File: config.mk
export PLATFORM = sky130hd
export DESIGN_NAME = tone_dac_streamer_flat
export DESIGN_NICKNAME = d
export VERILOG_FILES = /design/src/rtl/tone_dac_streamer_if.sv /design/src/rtl/tone_dac_streamer.sv /design/src/flat_wrapper.sv
export SDC_FILE = /design/constraint.sdc
export NUM_CORES = 1
export LEC_CHECK = 0
export CAP_MARGIN = 20
export CORE_MARGIN = 2
export CORE_UTILIZATION = 60
export DETAILED_ROUTE_END_ITERATION = 10
export PLACE_DENSITY = 0.82
export SLEW_MARGIN = 20
export SYNTH_ARGS = -nofsm -noshare
export SYNTH_HDL_FRONTEND = slang
export SYNTH_SLANG_ARGS = --single-unit
File: constraint.sdc
create_clock -name clk -period 17.5 [get_ports clk]
set_input_delay 1.75 -clock clk [delete_from_list [all_inputs] [get_ports clk]]
set_output_delay 1.75 -clock clk [all_outputs]
set_load 0.05 [all_outputs]
File: src/rtl/tone_dac_streamer_if.sv
// tone_dac_streamer_if: sine ROM read port and codec serial pins
interface tone_dac_streamer_if #(
  parameter int ROM_AW = 8,
  parameter int SAMPLE_W = 16
);
  logic [ROM_AW-1:0] rom_addr;
  logic rom_rden;
  logic [SAMPLE_W-1:0] rom_q;
  logic bclk;
  logic dac_lrclk;
  logic dac_data;
  modport master(output rom_addr, rom_rden, bclk, dac_lrclk, dac_data, input rom_q);
  modport slave(input rom_addr, rom_rden, bclk, dac_lrclk, dac_data, output rom_q);
endinterface

File: src/rtl/tone_dac_streamer.sv
// tone_dac_streamer: multi-tone synthesiser with saturating stereo mix and DSP/I2S codec framer
module tone_dac_streamer #(
  parameter int NUM_TONES = 4,
  parameter int PHASE_W = 18,
  parameter int ROM_AW = 8,
  parameter int SAMPLE_W = 16,
  parameter int GAIN_W = 4,
  parameter int OUT_SHIFT = 2,
  parameter int SLOT_W = 16,
  parameter int BCLK_HALF = 16,
  parameter int MODE = 0
) (
  input logic clk,
  input logic reset,
  input logic enable,
  input logic [NUM_TONES*PHASE_W-1:0] inc,
  input logic [NUM_TONES*GAIN_W-1:0] gain,
  input logic [NUM_TONES-1:0] left_mask,
  input logic [NUM_TONES-1:0] right_mask,
  tone_dac_streamer_if.master bus,
  output logic sample_strobe,
  output logic clip
);
  localparam int BITS = 2 * SLOT_W;
  localparam int DW = $clog2(BCLK_HALF);
  localparam int BW = $clog2(BITS);
  localparam int TW = NUM_TONES > 1 ? $clog2(NUM_TONES) : 1;
  localparam int PW = SAMPLE_W + GAIN_W + 1;
  localparam int SW = PW + $clog2(NUM_TONES);
  localparam logic signed [SW-1:0] MAXV = SW'((1 << (SAMPLE_W - 1)) - 1);
  localparam logic signed [SW-1:0] MINV = ~MAXV;
  typedef enum logic [1:0] {IDLE, ISSUE, CAPTURE, SAT} state_t;
  state_t state, state_nxt;
  logic [TW-1:0] t, t_nxt;
  logic [DW-1:0] div;
  logic [BW-1:0] bitc, bit_nxt;
  logic run, tc, fall, fs, lr_nxt, last;
  logic [BITS-1:0] sh, sh_nxt;
  logic [PHASE_W-1:0] acc [NUM_TONES];
  logic [PHASE_W-1:0] acc_nxt [NUM_TONES];
  logic [NUM_TONES*GAIN_W-1:0] gain_s;
  logic [NUM_TONES-1:0] lm_s, rm_s;
  logic signed [PW-1:0] prod;
  logic signed [SW-1:0] sum_l, sum_r, shl, shr;
  logic [SAMPLE_W-1:0] pend_l, pend_r, sat_l, sat_r;
  logic clamp_l, clamp_r;
  // bclk terminal count, frame start (first fall after enable or bit counter wrap) and next serial frame
  always_comb begin
    tc = enable && div == DW'(BCLK_HALF - 1);
    fall = tc && bus.bclk;
    last = bitc == BW'(BITS - 1);
    fs = fall && (!run || last);
    bit_nxt = (!run || last) ? '0 : bitc + 1'b1;
    lr_nxt = MODE != 0 ? bit_nxt >= BW'(SLOT_W) : bit_nxt == '0;
    sh_nxt = fs ? (BITS'(pend_l) << (BITS - SAMPLE_W)) | (BITS'(pend_r) << (SLOT_W - SAMPLE_W)) : sh << 1;
  end
  // divider, bit counter and serialiser; I2S emits the bit of the previous period
  always_ff @(posedge clk) begin
    if (reset || !enable) begin
      div <= '0;
      bitc <= '0;
      run <= 1'b0;
      sh <= '0;
      bus.bclk <= 1'b0;
      bus.dac_lrclk <= 1'b0;
      bus.dac_data <= 1'b0;
    end else begin
      div <= tc ? '0 : div + 1'b1;
      if (tc) bus.bclk <= !bus.bclk;
      if (fall) begin
        bitc <= bit_nxt;
        run <= 1'b1;
        sh <= sh_nxt;
        bus.dac_lrclk <= lr_nxt;
        bus.dac_data <= MODE != 0 ? sh[BITS-1] : sh_nxt[BITS-1];
      end
    end
  end
  // accumulators step once per frame start
  always_comb begin
    for (int i = 0; i < NUM_TONES; i++) acc_nxt[i] = acc[i] + (fs ? inc[i*PHASE_W +: PHASE_W] : '0);
  end
  // accumulator state, per-frame snapshot of gains and masks, frame strobe
  always_ff @(posedge clk) begin
    for (int i = 0; i < NUM_TONES; i++) acc[i] <= reset ? '0 : acc_nxt[i];
    if (reset) begin
      gain_s <= '0;
      lm_s <= '0;
      rm_s <= '0;
    end else if (fs) begin
      gain_s <= gain;
      lm_s <= left_mask;
      rm_s <= right_mask;
    end
    sample_strobe <= !reset && fs;
  end
  // FSM state register
  always_ff @(posedge clk) begin
    state <= reset ? IDLE : state_nxt;
    t <= reset ? '0 : t_nxt;
  end
  // FSM sequencing: one ISSUE/CAPTURE pair per tone, then saturate
  always_comb begin
    state_nxt = state;
    t_nxt = t;
    case (state)
      IDLE: if (fs) begin
        state_nxt = ISSUE;
        t_nxt = '0;
      end
      ISSUE: state_nxt = CAPTURE;
      CAPTURE: begin
        state_nxt = t == TW'(NUM_TONES - 1) ? SAT : ISSUE;
        t_nxt = t == TW'(NUM_TONES - 1) ? '0 : t + 1'b1;
      end
      default: state_nxt = IDLE;
    endcase
  end
  // scaled tone sample and saturated channel results
  always_comb begin
    prod = PW'($signed(bus.rom_q)) * PW'($signed({1'b0, gain_s[t*GAIN_W +: GAIN_W]}));
    shl = sum_l >>> OUT_SHIFT;
    shr = sum_r >>> OUT_SHIFT;
    clamp_l = shl > MAXV || shl < MINV;
    clamp_r = shr > MAXV || shr < MINV;
    sat_l = shl > MAXV ? MAXV[SAMPLE_W-1:0] : shl < MINV ? MINV[SAMPLE_W-1:0] : shl[SAMPLE_W-1:0];
    sat_r = shr > MAXV ? MAXV[SAMPLE_W-1:0] : shr < MINV ? MINV[SAMPLE_W-1:0] : shr[SAMPLE_W-1:0];
  end
  // ROM port, channel accumulation and pending words; disable discards pending samples
  always_ff @(posedge clk) begin
    if (reset) begin
      bus.rom_rden <= 1'b0;
      bus.rom_addr <= '0;
      sum_l <= '0;
      sum_r <= '0;
      pend_l <= '0;
      pend_r <= '0;
      clip <= 1'b0;
    end else begin
      bus.rom_rden <= enable && state_nxt == ISSUE;
      bus.rom_addr <= state_nxt == ISSUE ? acc_nxt[t_nxt][PHASE_W-1 -: ROM_AW] : '0;
      if (state == ISSUE && t == '0) begin
        sum_l <= '0;
        sum_r <= '0;
      end
      if (state == CAPTURE && lm_s[t]) sum_l <= sum_l + SW'(prod);
      if (state == CAPTURE && rm_s[t]) sum_r <= sum_r + SW'(prod);
      if (state == SAT) clip <= clip | clamp_l | clamp_r;
      pend_l <= !enable ? '0 : state == SAT ? sat_l : pend_l;
      pend_r <= !enable ? '0 : state == SAT ? sat_r : pend_r;
    end
  end
endmodule

File: src/flat_wrapper.sv
// flat-port wrapper written by rule: the top's interface ports become plain ports
module tone_dac_streamer_flat 
#(
  parameter int NUM_TONES = 4,
  parameter int PHASE_W = 18,
  parameter int ROM_AW = 8,
  parameter int SAMPLE_W = 16,
  parameter int GAIN_W = 4,
  parameter int OUT_SHIFT = 2,
  parameter int SLOT_W = 16,
  parameter int BCLK_HALF = 16,
  parameter int MODE = 0
)
  (clk, reset, enable, inc, gain, left_mask, right_mask, sample_strobe, clip, bus_rom_addr, bus_rom_rden, bus_bclk, bus_dac_lrclk, bus_dac_data, bus_rom_q);
  tone_dac_streamer_if #(.ROM_AW(ROM_AW), .SAMPLE_W(SAMPLE_W)) bus_i ();
  input logic clk;
  input logic reset;
  input logic enable;
  input logic [NUM_TONES*PHASE_W-1:0] inc;
  input logic [NUM_TONES*GAIN_W-1:0] gain;
  input logic [NUM_TONES-1:0] left_mask;
  input logic [NUM_TONES-1:0] right_mask;
  output logic sample_strobe;
  output logic clip;
  output wire logic [$bits(bus_i.rom_addr)-1:0] bus_rom_addr;
  output wire logic [$bits(bus_i.rom_rden)-1:0] bus_rom_rden;
  output wire logic [$bits(bus_i.bclk)-1:0] bus_bclk;
  output wire logic [$bits(bus_i.dac_lrclk)-1:0] bus_dac_lrclk;
  output wire logic [$bits(bus_i.dac_data)-1:0] bus_dac_data;
  input wire logic [$bits(bus_i.rom_q)-1:0] bus_rom_q;
  assign bus_rom_addr = bus_i.rom_addr;
  assign bus_rom_rden = bus_i.rom_rden;
  assign bus_bclk = bus_i.bclk;
  assign bus_dac_lrclk = bus_i.dac_lrclk;
  assign bus_dac_data = bus_i.dac_data;
  assign bus_i.rom_q = bus_rom_q;
  tone_dac_streamer #(.NUM_TONES(NUM_TONES), .PHASE_W(PHASE_W), .ROM_AW(ROM_AW), .SAMPLE_W(SAMPLE_W), .GAIN_W(GAIN_W), .OUT_SHIFT(OUT_SHIFT), .SLOT_W(SLOT_W), .BCLK_HALF(BCLK_HALF), .MODE(MODE)) u_core (.clk(clk), .reset(reset), .enable(enable), .inc(inc), .gain(gain), .left_mask(left_mask), .right_mask(right_mask), .bus(bus_i), .sample_strobe(sample_strobe), .clip(clip));
endmodule
* Yosys cells after proc, flatten, opt, wreduce, memory -nomap -nowiden
Memories as Yosys holds them, arrays and structs flattened.
Cells that the tools add are included.
** Cells by class
- Magnitude comparators :: 6
- Divide/modulo/power cells :: 0
- Bitwise gates (word level) :: 6
- Shifts and indexed selects :: 1
- Equal/unequal tests :: 7
- Multipliers :: 1
- Reductions and logical operators :: 24
- Multiplexer cells :: 30
- Add/subtract/negate cells :: 9
** Operators by type and width (number)
- 18-bit two-way mux :: 10
- 18-bit adder :: 4
- 23-bit two-way mux :: 3
- 16-bit two-way mux :: 4
- 23-bit by 21-bit adder with 23-bit output :: 2
- 21-bit by 16-bit greater-than comparator with 1-bit output, second input constant :: 2
- 21-bit by 16-bit < comparator with 1-bit output, second input constant :: 2
- 18-bit binary-select mux with 2-bit select :: 1
- 32-bit two-way mux :: 1
- 32-bit by 16-bit OR with 32-bit output :: 1
- 16-bit by 5-bit multiplier with 21-bit output :: 1
- 16-bit by 5-bit variable part select with 4-bit output :: 1
- 1-bit logical AND :: 8
- 2-bit two-way mux :: 4
- 2-bit equality test, second input constant :: 3
- 2-bit one-hot mux with 3 select lines :: 1
- 2-bit OR reduction :: 3
- 5-bit by 1-bit adder with 5-bit output, second input constant :: 1
- 5-bit equality test, second input constant :: 1
- 5-bit logical NOT :: 1
- 5-bit two-way mux :: 1
- 4-bit by 1-bit adder with 4-bit output, second input constant :: 1
- 1-bit binary-select mux with 2-bit select :: 2
- 2-bit by 1-bit equality test with 1-bit output, second input constant :: 2
- other kinds (13) :: 24
** Word-level totals
- Bits in writable memories :: 72
- Memories kept :: 1
- Bits in registers :: 161
- Bits of input ports :: 115
- ROM bits :: 0
- Bits in latches :: 0
** Memories
- u_core.acc :: depth 4, bits a word 18, read ports 4, clocked after Yosys merged registers in 0, wr ports 4, RTL line tone_dac_streamer.sv:39 : logic [PHASE_W-1:0] acc [NUM_TONES];

* Logic depth before layout (Yosys ltp)
Gate-level depths: netlist of run 1.
- Word-level depth :: 10
- Depth in mapped cells :: 28
- Depth with buffers taken out :: 26

* Worst setup path before layout of run 1
No wires, ideal clock.
- Path type :: input port to flip-flop
- Start :: input bus_rom_q[2]
- End :: register u_core.sum_r[19]
- Data arrival time :: 6.756 ns
- Required time :: 17.438 ns
- Cell stages on the path :: 24
- Slack :: 10.681 ns
- Cells stage by stage :: and2_1 > ha_1 > inv_1 > fa_1 > fa_1 > inv_1 > ha_1 > a21oi_1 > o21ai_1 > a21o_1 > a21oi_1 > o311ai_1 > and3_1 > nor2_1 > ha_1 > or2_2 > a21oi_1 > or2_2 > inv_1 > a21oi_1 > nand2_1 > a311o_1 > or4b_1 > nand3_1
** On the way
- Longest elaborated chain between the ends :: 3
** RTL lines
- start: declaration :: RTL line flat_wrapper.sv:30 : input wire logic [$bits(bus_i.rom_q)-1:0] bus_rom_q;
- 16-bit by 5-bit multiplier with 21-bit output :: RTL line tone_dac_streamer.sv:121 : prod = PW'($signed(bus.rom_q)) * PW'($signed({1'b0, gain_s[t*GAIN_W +: GAIN_W]}));
- 23-bit by 21-bit adder with 23-bit output :: RTL line tone_dac_streamer.sv:147 : if (state == CAPTURE && rm_s[t]) sum_r <= sum_r + SW'(prod);
- 23-bit two-way mux :: RTL line tone_dac_streamer.sv:147
- end signal: assignment :: RTL line tone_dac_streamer.sv:147
- end: declaration :: RTL line tone_dac_streamer.sv:44 : logic signed [SW-1:0] sum_l, sum_r, shl, shr;
No other way between the ends.
A chain may end at the register's enable or synchronous reset.

* Final worst setup path of run 1
- Start :: input bus_rom_q[1]
- End :: register u_core.sum_r[19]
Same word-level chain as after synthesis.

==> results.txt, run 1 <==
status = finished clean
family with the most delay on the worst path = adder cells
via count = 14,100
total grt overflow = 0
Yosys cell types = 72
post-CTS repair timing setup buffer count = 0
largest stage delay on the critical path = 0.55 ns
Slowest-stage cell, CP = fa_1
Final period util = 0.422
clk_lat worst skew = 0.53 ns
# hold bufs at CTS = 0
hpwl dp = 26.9 mm
Leak = 8.04 nW
Layout Utilization = 0.705
RSZ-0062 raised after global routing = false
global-route wire length before repair = 61.3 mm
number of global-route vias before repair = 13,200
clk buf depth = 3
kind of critical path = primary input to flop
drt pass-1 iters = 5
# IOs = 129
number of synthesized flops with an enable pin = 0
Initial DRC Count = 967
slew at the pin closest to its max-slew limit = 0.976 ns
ANT cells = 0
total track usage = 0.256
min cycle time layout = 7.38 ns
CTS Buf Count = 25
H-tree depth = 1
Ys Warns = 0
die width = 167 um
slew margin rel. = 0.347
Net Count, Synth = 2,290
final setup violation count = 0
Mapped Area = 16,000 um^2
critical path launch point type = primary input
core footprint = 26,100 um^2
max cap viols = 0
Clock Skews = 0.0231 ns
max frequency = 136 MHz
largest net degree at the start of global routing = 98
most numerous cell in the Yosys netlist = dfxtp_1
DRC = 0
synthesized flop and latch total = 233
Die Span Y = 167 um
DIE AREA = 27,900 um^2
setup TNS = 0 ns
routability cong. = 0.943
Syn Inst Count = 1,979
Seq/Total Area, Yosys = 0.292
DRT Wirelength = 37.0 mm
Routed WL per cell = 15.3 um
hold slack final = 0.453 ns
row count = 59
Synth area leader = dfxtp_1
Slew Viols, Final = 0
routed vias/inst = 5.82
Min-Delay Path Class = flop to flop
Post-Syn Area per Cell = 8.07 um^2
final hold vios = 0
crit-path max FO = 4
TritonCTS clock tree = built
post_cts resized = 0
CP Data Required Time = 17.96 ns
CTS root buf = clkbuf_16
Port Buffers = 128
fillers = 2,043
Post-DRT Antenna Nets = 0
Post-synth ARST share = 0
Peak VDD IR = 84.5 uV
most frequent CP cell = a21oi_1
Primary FF master, synth = dfxtp_1
crit path buf inv count = 4
pwr/cell area = 62.6 nW/um^2
top cells by count, synth = dfxtp_1, nor2_1, nand2_1
Starting Density = 0.613
Synth top area share = 0.292
flop2flop setup slack = 10.26 ns
Clk pin slew, worst setup/hold paths = 0.06 ns
Worst Setup End Kind = flop
Synth area leaders = dfxtp_1, ha_1, a21oi_1
area grow syn2layout = 15.1%
CP Data Arrival Time = 7.84 ns
Layout Nets = 2,372
initial antenna violation count = 0
share of cells above drive strength 1 = 0.0413
clk sinks = 233
==> worst register-to-register path, cell delays in order (launching register included) <==
cell and delay, ns:
dfxtp_1 0.70, mux4_2 0.75, and2_1 0.23, ha_1 0.27, inv_1 0.05, fa_1 0.51
fa_1 0.55, inv_1 0.05, ha_1 0.32, a21oi_1 0.22, o21ai_1 0.11, a21o_1 0.19
a21oi_1 0.32, o311ai_1 0.21, and3_1 0.23, nor2_1 0.19, ha_1 0.31, or2_2 0.32
a21oi_1 0.18, or2_2 0.13, inv_1 0.04, a21oi_1 0.13, nand2_1 0.14, a311o_1 0.39
or4b_1 0.50, nand3_1 0.11
==> registers in the layout, indices dropped and copies added (netlist names), 5 cells and up <==
name and count:
u_core.sum_r 23, u_core.sh 31, u_core.bus.rom_addr 8, u_core.sum_l 23, u_core.pend_l 16, u_core.pend_r 16
u_core.acc 72, u_core.bitc 5, u_core.gain_s 16
==> logic make-up after synthesis <==
logic type               share of synthesized area
AO/OA/AOI/OAI                                0.177
XOR/XNOR                                    0.0614
adder cells (fa/ha/maj)                      0.172
buffers and inverters                       0.0473
flip-flops                                   0.292
multiplexers                                0.0151
AND/OR/NAND/NOR                              0.235
==> per-layer routing <==
layer / vias up / part of all wire / track usage
met2: 321 / 0.49 / 0.454
li1: 7051 / - / -
met5: - / 0 / 0
met4: 0 / 0.021 / 0.0622
met3: 61 / 0.043 / 0.0312
met1: 6634 / 0.44 / 0.334
==> worst paths after layout <==
check,cells after the start,from,endpoint
worst max-delay path,25,bus_rom_q[1],u_core.sum_r[19]$_SDFFE_PP0P_
worst min-delay path,2,u_core.gain_s[6]$_SDFFE_PP0P_,u_core.gain_s[6]$_SDFFE_PP0P_
worst max register to register,25,u_core.t[0]$_SDFF_PP0_,u_core.sum_r[19]$_SDFFE_PP0P_
worst min register to register,2,u_core.gain_s[6]$_SDFFE_PP0P_,u_core.gain_s[6]$_SDFFE_PP0P_
==> final cells by class <==
cell class | instances | area (um^2) | area share
multi-input combinational | 1545 | 10600 | 0.576
tap | 335 | 419 | 0.0228
sequential | 233 | 4660 | 0.254
clock buffer | 35 | 723 | 0.0394
inverter | 117 | 439 | 0.0239
timing repair buffer | 139 | 1360 | 0.0741
clock inverter | 11 | 186 | 0.0101
==> cell usage in the layout, fill, tap and decap left out, types with 5 or more instances in the layout <==
cell type,Yosys,layout
xnor2_1,56,56
nor2_1,219,217
ha_1,157,157
and3_1,18,18
nand2_1,210,209
xor2_1,54,54
o21a_1,18,18
nand4_1,8,8
a21o_1,36,36
o2111ai_1,5,5
or3_1,12,12
bufinv_16,0,5
nor2b_1,25,24
nand3_1,53,53
fa_1,39,39
and2_1,129,129
clkbuf_16,0,25
o21ai_0,50,50
a211oi_1,11,11
o21bai_1,16,16
a31oi_1,28,28
o31ai_1,12,11
mux4_2,7,7
a311oi_1,32,32
inv_1,117,117
clkdlybuf4s50_1,0,127
buf_4,0,12
a21oi_1,167,167
clkbuf_8,0,6
mux2i_1,5,5
dfxtp_1,233,233
nand2b_1,16,16
nor3_1,73,72
o211ai_1,10,10
==> stage by stage <==
step                power (mW)  std cells  instance area [um^2]  setup slack [ns]
floorplan                0.551       1979                 16000             10.68
global placement         0.580       2369                 17500              9.79
detailed placement       0.580       2369                 17500              9.65
CTS                       1.16       2415                 18400             10.14
global route              1.18       2415                 18400              9.72
finish                    1.15       2415                 18400             10.12
==> power by group <==
part | internal, mW | switching [mW]
sequential | 0.530 | 0.000207
combinational | 0.0232 | 0.0143
clock | 0.362 | 0.220
total | 0.915 | 0.235
Note: power is estimated with default switching activity, not from simulation.
==> run 2, diff against run 1 <==
==> constraint.sdc (replaced) <==
create_clock -name clk -period 7 [get_ports clk]
set_input_delay 0.7 -clock clk [delete_from_list [all_inputs] [get_ports clk]]
set_output_delay 0.7 -clock clk [all_outputs]
set_load 0.05 [all_outputs]
==> results.txt, run 2 (synthesis results as in run 1) <==
Psw = 0.620 mW
kind of critical path = flop to flop
fillers = 2,039
DRC = 0
Largest register FFs = 72
largest stage delay on the critical path = 0.62 ns
slew margin rel. = 0.255
H-tree depth = 1
final setup violation count = 0
TritonCTS clock tree = built
worst hold start = u_core.lm_s[0]$_SDFFE_PP0P_
crit-path max FO = 7
critical path launch point type = flop
Port Buffers = 128
die width = 167 um
Layout Utilization = 0.716
DIE AREA = 27,900 um^2
clk buf depth = 3
Seq pwr share = 0.439
Pwr Total = 3.02 mW
CTS Buf Count = 27
Starting Density = 0.613
Hold Path Depth = 2
total track usage = 0.263
global-route wire length before repair = 63.0 mm
pwr/cell area = 162 nW/um^2
Clock Skews = 0.0161 ns
slew at the pin closest to its max-slew limit = 1.11 ns
drt pass-1 iters = 5
biggest regs = u_core.acc: 72 flops, u_core.sh: 31 flops
final hold vios = 0
Post-DRT Antenna Nets = 0
crit path buf inv count = 5
max cap viols = 0
max frequency = 150 MHz
# IOs = 129
Crit path depth = 23
CP Launch Point = u_core.t[0]$_SDFF_PP0_
Routed WL per cell = 15.9 um
Slew Viols, Final = 0
CTS root buf = clkbuf_16
row count = 59
Leak = 8.21 nW
Clk pin slew, worst setup/hold paths = 0.06 ns
CP Data Required Time = 7.40 ns
Layout Nets = 2,381
clk_lat worst skew = 0.54 ns
Gate power share = 0.031
CP Cell Sequence = mux4_2 -> buf_4 -> and2_1 -> ha_1 -> fa_1 -> inv_1 -> fa_1 -> inv_1 -> ha_1 -> a21oi_2 -> nand2_1 -> o41ai_4 -> o21ai_2 -> a221o_1 -> nor4_4 -> inv_1 -> ha_1 -> a21oi_1 -> inv_1 -> o41ai_2 -> xnor2_1 -> o2111ai_2 -> o41ai_2
family with the most delay on the worst path = adder cells
worst r2r path cells = 23
most frequent cells in the layout = dfxtp_1, nor2_1, nand2_1
status = finished clean
share of cells above drive strength 1 = 0.0507
clk sinks = 233
flop2flop setup slack = 0.34 ns
P_int = 2.40 mW
Slowest-stage cell, CP = mux4_2
total grt overflow = 0
reg-to-reg startpoint = u_core.t[0]$_SDFF_PP0_
largest net degree at the start of global routing = 98
DRT Wirelength = 38.5 mm
area grow syn2layout = 16.8%
number of global-route vias before repair = 13,800
Initial DRC Count = 987
Worst Setup End Kind = flop
Biggest register = u_core.acc
routed vias/inst = 5.89
hpwl dp = 27.3 mm
Min-Delay Path Class = flop to flop
CP Data Arrival Time = 7.06 ns
min cycle time layout = 6.66 ns
core footprint = 26,100 um^2
commonest non-fill, non-tap cell in the layout = dfxtp_1
routability cong. = 0.902
most frequent CP cell = inv_1
sw frac = 0.205
Die Span Y = 167 um
Peak VDD IR = 191 uV
via count = 14,300
Final period util = 0.951
ANT cells = 0
initial antenna violation count = 1
Clock power frac = 0.529
==> run 2: cell count changes in the layout (fill, tap and decap cells not counted), sizes merged <==
cell      before  now
clkinvlp       1    2
bufinv         5    8
inv          118  119
clkbuf        35   30
mux4           7    9
buf           12   17
clkinv         4    8
==> run 2: worst paths after layout <==
path,endpoint
min,u_core.lm_s[0]$_SDFFE_PP0P_
max reg2reg,u_core.sum_r[22]$_SDFFE_PP0P_
min reg2reg,u_core.lm_s[0]$_SDFFE_PP0P_
max,u_core.sum_r[22]$_SDFFE_PP0P_
==> run 2: stage by stage <==
step / instances / setup WS, ns / cell area, um^2 / hold WS (ns) / TNS, ns
after floorplan: 1979 / 0.407 / 16000 / 0.432 / 0
after global placement: 2372 / 0.340 / 17500 / 0.440 / 0
after detailed placement: 2372 / 0.132 / 17500 / 0.443 / 0
after CTS: 2422 / 0.106 / 18500 / 0.457 / 0
after global routing: 2426 / -0.0362 / 18700 / 0.471 / -0.0362
final: 2426 / 0.342 / 18700 / 0.454 / 0
==> run 2: per-layer routing <==
layer  global-route usage  vias to the layer above  routed length (um)
met5                    0                        -                  13
met4               0.0765                        2                1040
met3               0.0293                       85                1850
met2                0.468                      380               18700
met1                0.336                     6774               16800
li1                     -                     7055                   -
==> run 2: timing repair <==
action | CTS | global route
endpoints found under the setup margin | 0 | 6
hold buffers | 0 | 0
buffers inserted | 0 | 2
gates resized for setup | 0 | 15
==> run 2: power groups by stage <==
stage	combinational (mW)	sequential, mW	clock (mW)
after global routing	0.100	1.33	1.66
after global placement	0.0924	1.36	0
final	0.0942	1.33	1.60
after detailed placement	0.0932	1.36	0
after floorplan	0.0202	1.36	0
after CTS	0.0940	1.33	1.61
==> run 2: worst reg2reg max path, delay by kind of cell, from the launching register on <==
kind                     cells  cell delay [ns]
adder cells (fa/ha/maj)      5             2.09
AO/OA/AOI/OAI                8             2.05
AND/OR/NAND/NOR              3             0.63
multiplexers                 1             0.62
buffers and inverters        5             0.55
flip-flops                   1             0.41
XOR/XNOR                     1             0.17
==> run 2: cell type report <==
class / count / area (um^2) / area share
multi-input combinational: 1547 / 10700 / 0.574
sequential: 233 / 4670 / 0.250
timing repair buffer: 144 / 1410 / 0.0757
clock buffer: 30 / 697 / 0.0374
inverter: 117 / 439 / 0.0235
tap: 335 / 419 / 0.0225
clock inverter: 20 / 315 / 0.0169
